[src/rtl/cory_rr_pick.sv]
// Combinational round-robin picker. Starting one past the last winner, it
// scans the request vector modulo N and returns the first requester it
// finds. Nothing here is specific to the engine arbiter, so other arbiters
// can reuse it.
`ifndef CORY_RR_PICK
`define CORY_RR_PICK

module cory_rr_pick #(
    parameter  int N  = 4,
    localparam int SW = (N > 1) ? $clog2(N) : 1
) (
    input  logic [N-1:0]  req,
    input  logic [SW-1:0] last,
    output logic          any,
    output logic [SW-1:0] idx
);

    int cand;

    // Scan offsets 1..N from the last winner, so the last winner is checked last.
    always_comb begin
        any  = 1'b0;
        idx  = '0;
        cand = 0;
        for (int i = 1; i <= N; i++) begin
            cand = (int'(last) + i) % N;
            if (!any && req[cand[SW-1:0]]) begin
                any = 1'b1;
                idx = SW'(cand);
            end
        end
    end

endmodule

`endif

[src/rtl/cory_sbd_arb.sv]
// Round-robin arbiter that shares one start/busy/done engine among N
// valid/ready requesters. A grant latches the winner's index and payload,
// pulses o_start for one cycle, and then waits for i_done. An optional
// watchdog drops the request if the engine never answers. The requester's
// ready pulse comes straight from i_done, so it lands in the completion cycle.
`ifndef CORY_SBD_ARB
`define CORY_SBD_ARB

module cory_sbd_arb #(
    parameter  int N       = 4,
    parameter  int W       = 32,
    parameter  int TIMEOUT = 1024,
    localparam int SW      = $clog2(N)
) (
    input  logic           clk,
    input  logic           reset_n,
    input  logic [N-1:0]   i_v,
    input  logic [N*W-1:0] i_d,
    output logic [N-1:0]   o_r,
    output logic           o_start,
    output logic           o_busy,
    output logic [SW-1:0]  o_sel,
    output logic [W-1:0]   o_d,
    input  logic           i_done,
    output logic           o_err
);

    // The watchdog counter is kept one bit wide even when the watchdog is disabled.
    localparam int            CW       = (TIMEOUT > 0) ? $clog2(TIMEOUT + 1) : 1;
    localparam logic [CW-1:0] CNT_MAX  = '1;
    localparam logic [CW-1:0] CNT_LAST = CW'((TIMEOUT > 0) ? TIMEOUT - 1 : 0);

    typedef enum logic [1:0] {
        S_IDLE  = 2'd0,
        S_START = 2'd1,
        S_BUSY  = 2'd2
    } state_t;

    state_t        state;
    logic [SW-1:0] last;
    logic [CW-1:0] cnt;

    logic          pick_any;
    logic [SW-1:0] pick_idx;
    logic [W-1:0]  pick_d;
    logic          fin_done;
    logic          fin_tmo;

    cory_rr_pick #(.N(N)) u_pick (
        .req  (i_v),
        .last (last),
        .any  (pick_any),
        .idx  (pick_idx)
    );

    // Select the winner's payload slice for latching on the grant.
    always_comb begin
        pick_d = '0;
        for (int k = 0; k < N; k++) begin
            if (pick_idx == SW'(k)) pick_d = i_d[k*W +: W];
        end
    end

    // A done in START counts as completion too (zero-latency engine).
    // The watchdog can only fire from BUSY.
    assign fin_done = ((state == S_START) || (state == S_BUSY)) && i_done;
    assign fin_tmo  = (TIMEOUT != 0) && (state == S_BUSY) && (cnt == CNT_LAST);

    assign o_start  = (state == S_START);
    assign o_busy   = (state != S_IDLE);
    // When done and the timeout land in the same cycle, done wins.
    assign o_err    = fin_tmo && !i_done;

    // Acknowledge the granted requester in the completion cycle. This covers a normal done and a watchdog drop.
    always_comb begin
        o_r = '0;
        if (fin_done || fin_tmo) o_r[o_sel] = 1'b1;
    end

    // Grant/start/busy sequencer with watchdog counter and round-robin pointer.
    always_ff @(posedge clk or negedge reset_n) begin
        if (!reset_n) begin
            state <= S_IDLE;
            o_sel <= '0;
            o_d   <= '0;
            last  <= SW'(N - 1);
            cnt   <= '0;
        end else begin
            unique case (state)
                S_IDLE: begin
                    if (pick_any) begin
                        o_sel <= pick_idx;
                        o_d   <= pick_d;
                        state <= S_START;
                    end
                end
                S_START: begin
                    if (i_done) begin
                        last  <= o_sel;
                        state <= S_IDLE;
                    end else begin
                        cnt   <= '0;
                        state <= S_BUSY;
                    end
                end
                S_BUSY: begin
                    if (fin_done || fin_tmo) begin
                        last  <= o_sel;
                        state <= S_IDLE;
                    end else if (cnt != CNT_MAX) begin
                        cnt <= cnt + CW'(1);
                    end
                end
                default: state <= S_IDLE;
            endcase
        end
    end

endmodule

`endif

[config.mk]
export PLATFORM = sky130hd
export DESIGN_NAME = cory_sbd_arb
export DESIGN_NICKNAME = d
export VERILOG_FILES = /design/src/rtl/cory_rr_pick.sv /design/src/rtl/cory_sbd_arb.sv
export SDC_FILE = /design/constraint.sdc
export NUM_CORES = 1
export LEC_CHECK = 0
export ABC_AREA = 0
export BUFFER_PORTS_ARGS = -buffer_cell sky130_fd_sc_hd__buf_4
export CORE_UTILIZATION = 40
export DETAILED_ROUTE_END_ITERATION = 10
export PLACE_DENSITY = 0.74
export SLEW_MARGIN = 10
export SYNTH_ARGS = -nofsm -noshare
export SYNTH_HDL_FRONTEND = slang
export SYNTH_SLANG_ARGS = --single-unit
[constraint.sdc]
create_clock -name clk -period 4.61 [get_ports clk]
set_input_delay 0.6915 -clock clk [delete_from_list [all_inputs] [get_ports clk]]
set_output_delay 0.6915 -clock clk [all_outputs]
set_load 0.01 [all_outputs]
==> impl_results.md, run 1 <==
- Nets: 607
- DRC: 0
- Postcts setup bufs: 0
- Global-route usage over all layers: 23.28%
- Drt first-iter violations: 119
- Arr. time, crit path: 2660 ps
- CP most frequent cell: inv_1
- Reg clk slew, reported paths: 90 ps
- Fill cells: 638
- Status: complete, no violations
- Max-slew violation count: 0
- Crit-path cells: inv_1 -> ha_1 -> inv_1 -> or4_4 -> o21ai_1 -> nand2_1 -> nor2_1 -> buf_4
- Final worst slack: 1262 ps
- Multi-input gate area: 1688 um2
- CP Capture Type: output pin
- Area grow syn2layout: 49.24%
- Startpoint class of the critical path: flop
- First-pass GRT wire length: 13810 um
- PwrDens: 534.4 nW/um2
- Sequential area share after synthesis: 40.46%
- Avg Inst Size Synth: 9.989 um2
- Max clock buf depth: 2
- # resized after CTS: 0
- Largest net degree at the start of global routing: 53
- Dominant synthesized flop cell: dfrtp_1
- Initial Util: 41.64%
- Via density: 5.336
- RSZ-0062 raised after global routing: no
- Final hold violation count: 0
- Max Cap Viol: 0
- CTS Buf Count: 5
- Setup Slack @ Placement: 1599 ps
- Hold_buf cts: 0
- Power Total: 0.002422 W
- Ratio of cells with drive above 1 in the final layout: 41.58%
- Tcrit/Tclk final: 72.62%
- Cells after Synth: 304
- Antenna-violating nets left: 0
- CTS H-tree depth: 2
- Worst Skew: 4.575 ps
- RePlAce Congestion: 0.8516
- Required @ worst endpoint: 3920 ps
- Flop2flop setup slack: 2130 ps
- Grt total ovfl: 0
- Router iterations before antenna repair: 4
- Hold WC Path Type: in -> async
- Post-synth EDFFs: 0
- Highest Clock Rate: 298.7 MHz
- Ys Warns: 0
- Setup-failing EPs final: 0
- Row count: 31
- CTS tree: built
- Die area: 7944 um2
- Port Buffers: 175
- Ys async rst share: 100.0%
- Clock Sinks: 49
- Min Clock Period, post-route: 3348 ps
- FF-to-FF path depth: 7
- HPWL after DPL: 7285 um
- Die Span Y: 89.13 um
- Clock Latency Late Sink: 300 ps
- Mapped Area: 3037 um2
- Max stage delay on crit path: 630 ps
- # diodes: 0
- Worst Path Class, Setup: reg -> out
- Routed via count: 3031
- Maximum vdd ir drop: 0.2567 mV
- Synthesis-stage register bit count: 49
- Worst Max-Slew Pin Slew: 1213 ps
- Fin Setup TNS: 0 ps
- Vias in the first global route: 2819
- FF/Latch Area: 1229 um2
- Clock root buffer: clkbuf_8
- Synth unique cells: 42
- Most frequent cells in the layout: buf_4 (177), mux2i_1 (66), nand2_1 (53)
- Leakage: 2.323 nW
- Final WL: 9662 um
- Slowest-stage cell, CP: or4_4
- DR WL/cell: 17.01 um
- Io pins: 176
- CORE AREA: 7292 um2
- Die span in x: 89.13 um
- CP max FO: 14
- Synth Net Count: 443
- Slew Limit Headroom: 18.96%
- Antenna violations before repair: 0
- Commonest non-fill, non-tap cell in the layout: buf_4
cell usage after synthesis (2+ instances only):
library cell / count / area share, %
nand3_1: 4 / 0.66
nand2b_1: 4 / 0.82
and3_1: 2 / 0.41
buf_2: 8 / 1.3
ha_1: 4 / 1.6
a21oi_1: 4 / 0.66
nand4_1: 4 / 0.82
dfrtp_1: 47 / 39
clkbuf_1: 7 / 0.87
inv_1: 6 / 0.74
o221ai_1: 34 / 9.8
nor2_1: 15 / 1.9
mux2i_1: 66 / 22
dfstp_2: 2 / 1.7
nand2_1: 53 / 6.6
nor3_1: 3 / 0.49
o22a_1: 2 / 0.58
o21ai_1: 4 / 0.66
o21ai_0: 2 / 0.33
xor2_1: 6 / 1.7
buf_4: 5 / 1.2
o22ai_1: 2 / 0.41
report_power, final:
part	switching, W	total (W)	internal, W
clock	0.000154	0.000331	0.000177
sequential	0.000122	0.000732	0.000610
combinational	0.000725	0.00136	0.000634
per-stage QoR:
stage                     instances  hold slack [ps]  utilization (%)  area [um2]
after global routing            568            440.5            62.15        4532
after floorplan                 304            395.9                -        3037
after detailed placement        560            477.2            60.50        4412
after CTS                       568            427.2            62.15        4532
final                           568            413.4            62.15        4532
after global placement          560            471.4            60.50        4412
path summary, 6_finish.rpt:
check                          from  endpoint
setup / recovery           state[0]    o_r[2]
hold / removal              reset_n   o_d[16]
setup reg to reg           state[0]  state[1]
hold reg to reg             o_d[15]   o_d[15]
max in group asynchronous   reset_n   o_d[22]
min in group clk            o_d[15]   o_d[15]
final cells by class:
class                   instances  area share (%)
multi-input cells             228           37.24
well taps                      99           2.733
flip-flops and latches         49           27.11
clock inverters                 2          0.8283
inverters                       6          0.4970
repair buffers                178           29.76
clock buffers                   6           1.822
cell families (layout without fill, tap and decap cells):
| family | after synthesis | in the layout | synth area share, % |
|---|---|---|---|
| flip-flops | 49 | 49 | 40.46 |
| AO/OA/AOI/OAI | 56 | 56 | 15.20 |
| buffers and inverters | 27 | 192 | 4.533 |
| AND/OR/NAND/NOR | 95 | 95 | 14.38 |
| adder cells (fa/ha/maj) | 4 | 4 | 1.648 |
| multiplexers | 66 | 66 | 21.76 |
| XOR/XNOR | 7 | 7 | 2.019 |
routing by layer:
layer / routed length [um] / vias to the layer above / global-route usage, %
met1: 3871 / 1441 / 29.94
met5: 0 / - / 0
li1: - / 1454 / -
met2: 5027 / 122 / 38.93
met4: 203 / 0 / 6.638
met3: 560 / 14 / 5.817
registers in the layout, summed over array words and instances, names as in the netlist:
signal,flops
o_d,32
last,2
o_sel,2
cnt,11
state,2
worst max-delay path, delay by kind of cell, from the launching register on:
kind            cells  cell delay [ps]
simple gates        3              860
fa+ha+maj           1              490
flops               1              390
buf+inv             3              370
compound gates      1              240
Power figures use the tool's default switching activity.
==> inputs of run 2 (changes only) <==
- clock period: 4.61 -> 3.35 ns (I/O delays scaled with it)
==> impl_results.md, run 2 (same netlist as run 1, synthesis figures left out) <==
- Startpoint class of the critical path: flop
- Arr. time, crit path: 2480 ps (-180 ps)
- Antenna violations before repair: 0 (unchanged)
- Via density: 5.328 (-0.15%)
- Final core occ: 61.86% (-0.29 points)
- Clock root buffer: clkbuf_8
- CTS Buf Count: 5 (unchanged)
- Largest registers: o_d x32, cnt x11
- Fin Setup TNS: 0 ps (unchanged)
- Worst Path Class, Setup: reg -> out
- PwrDens: 717.9 nW/um2 (+34%)
- Grt total ovfl: 0 (unchanged)
- Hold WC Path Type: in -> async
- Max Cap Viol: 0 (unchanged)
- Antenna-violating nets left: 0 (unchanged)
- # resized after CTS: 0 (unchanged)
- Die area: 7944 um2 (unchanged)
- CP delay by family, top: simple AND/OR/NAND/NOR gates
- First-pass GRT wire length: 14060 um (+1.8%)
- Max stage delay on crit path: 600 ps (-30 ps)
- Die span in x: 89.13 um (unchanged)
- Status: complete, no violations
- Highest Clock Rate: 335.2 MHz
- Row count: 31 (unchanged)
- Clock Sinks: 49 (unchanged)
- CTS tree: built
- Crit-path cells: inv_1 -> ha_1 -> buf_4 -> inv_1 -> or4_4 -> o21ai_1 -> nand2_1 -> nor2_1 -> buf_4
- Port Buffers: 175 (unchanged)
- Vias in the first global route: 2943 (+4.4%)
- Routed via count: 3037 (+0.20%)
- Slowest-stage cell, CP: or4_4
- CORE AREA: 7292 um2 (unchanged)
- HPWL after DPL: 7238 um (-0.65%)
- Commonest non-fill, non-tap cell in the layout: buf_4
- Final WL: 9614 um (-0.50%)
- Min Clock Period, post-route: 2983 ps
- Slew Limit Headroom: 57.63% (+39 points)
- Clock Latency Late Sink: 300 ps (about the same)
- Max clock buf depth: 2 (unchanged)
- Final hold violation count: 0 (unchanged)
- Postcts setup bufs: 0 (unchanged)
- Largest net degree at the start of global routing: 66 (+25%)
- Area grow syn2layout: 48.54%
- Tcrit/Tclk final: 89.04%
- RePlAce Congestion: 0.8397 (-1.4%)
- Maximum vdd ir drop: 0.3069 mV (+20%)
- Ratio of cells with drive above 1 in the final layout: 41.40% (-0.18 points)
- CP max FO: 14 (unchanged)
- Top reg by flops: o_d
- Initial Util: 41.64% (unchanged)
- CP Capture Type: output pin
- Max reg flops: 32 (unchanged)
- # diodes: 0 (unchanged)
- Router iterations before antenna repair: 5 (+1)
- Drt first-iter violations: 127 (+6.7%)
- CTS H-tree depth: 2 (unchanged)
- RSZ-0062 raised after global routing: no
- Worst Skew: 10.92 ps (+6.341 ps)
- Io pins: 176 (unchanged)
- Hold Slack: 214.1 ps (-199.3 ps)
- Setup-failing EPs final: 0 (unchanged)
- Reg clk slew, reported paths: 90 ps (about the same)
- Required @ worst endpoint: 2850 ps (-1070 ps)
- CP Buf/Inv Count: 4 (+1)
- Setup Slack @ Placement: 721.4 ps (-877.6 ps)
- Die Span Y: 89.13 um (unchanged)
- Final worst slack: 367.0 ps (-895.3 ps)
- Most frequent cells in the layout: buf_4 (179), mux2i_1 (66), nand2_1 (53)
- Global-route usage over all layers: 23.20% (-0.080 points)
- Nets: 609 (+0.33%)
- Hold_buf cts: 0 (unchanged)
- Max-slew violation count: 0 (unchanged)
- Leakage: 2.313 nW (-0.40%)
- Power Total: 0.003238 W (+34%)
- DRC: 0 (unchanged)
- DR WL/cell: 16.87 um (-0.85%)
- Worst Max-Slew Pin Slew: 635.6 ps (-577.1 ps)
-- run 2: changes by cell type in the layout (fill, tap and decap cells not counted), sizes merged --
cell    delta
bufinv     -1
clkbuf     +1
buf        +2
-- run 2: final cells by class --
| type | instances | area [um2] |
|---|---|---|
| clock inverters | 1 | 7.507 |
| clock buffers | 7 | 76.32 |
| inverters | 6 | 22.52 |
| flip-flops and latches | 49 | 1229 |
| well taps | 99 | 123.9 |
| repair buffers | 180 | 1364 |
| multi-input cells | 228 | 1688 |
| fillers | 676 | 2781 |
-- run 2: worst reg2reg max path, cell delays in order, from the launching register on --
cell and delay [ps]:
dfrtp_1 390, inv_1 100, ha_1 150, buf_4 200, inv_1 90, or4_4 600, o21a_4 260, a22oi_4 190
mux2i_1 200
-- run 2: where the power goes --
part / internal [W] / total (W) / leakage (nW) / switching [W]
clock: 0.000148 / 0.000347 / 0.0385 / 0.000199
combinational: 0.000883 / 0.00188 / 1.66 / 0.00100
sequential: 0.000839 / 0.00101 / 0.617 / 0.000170
-- run 2: final timing paths --
check                      startpoint       end  slack [ps]  cells past startpoint
max                          state[0]    o_r[2]         370                      9
max in group asynchronous     reset_n    cnt[5]        2710                      1
min in group clk              o_d[31]   o_d[31]         500                      2
max reg2reg                  state[0]  state[1]        1100                      8
min reg2reg                   o_d[31]   o_d[31]         500                      2
min                           reset_n   cnt[10]         210                      1
-- run 2: stage by stage --
stage	cell area, um2	cells
2_1_floorplan	3037	304
3_3_place_gp	4427	562
3_5_place_dp	4427	562
4_1_cts	4511	570
5_1_grt	4511	570
6_report	4511	570
-- run 2: per-layer routing --
| layer | GRT usage, % | up-vias | wire, um |
|---|---|---|---|
| met5 | 0 | - | 0 |
| met4 | 5.483 | 0 | 130 |
| met3 | 4.155 | 11 | 447 |
| met2 | 41.01 | 115 | 5141 |
| met1 | 29.49 | 1454 | 3894 |
| li1 | - | 1457 | - |
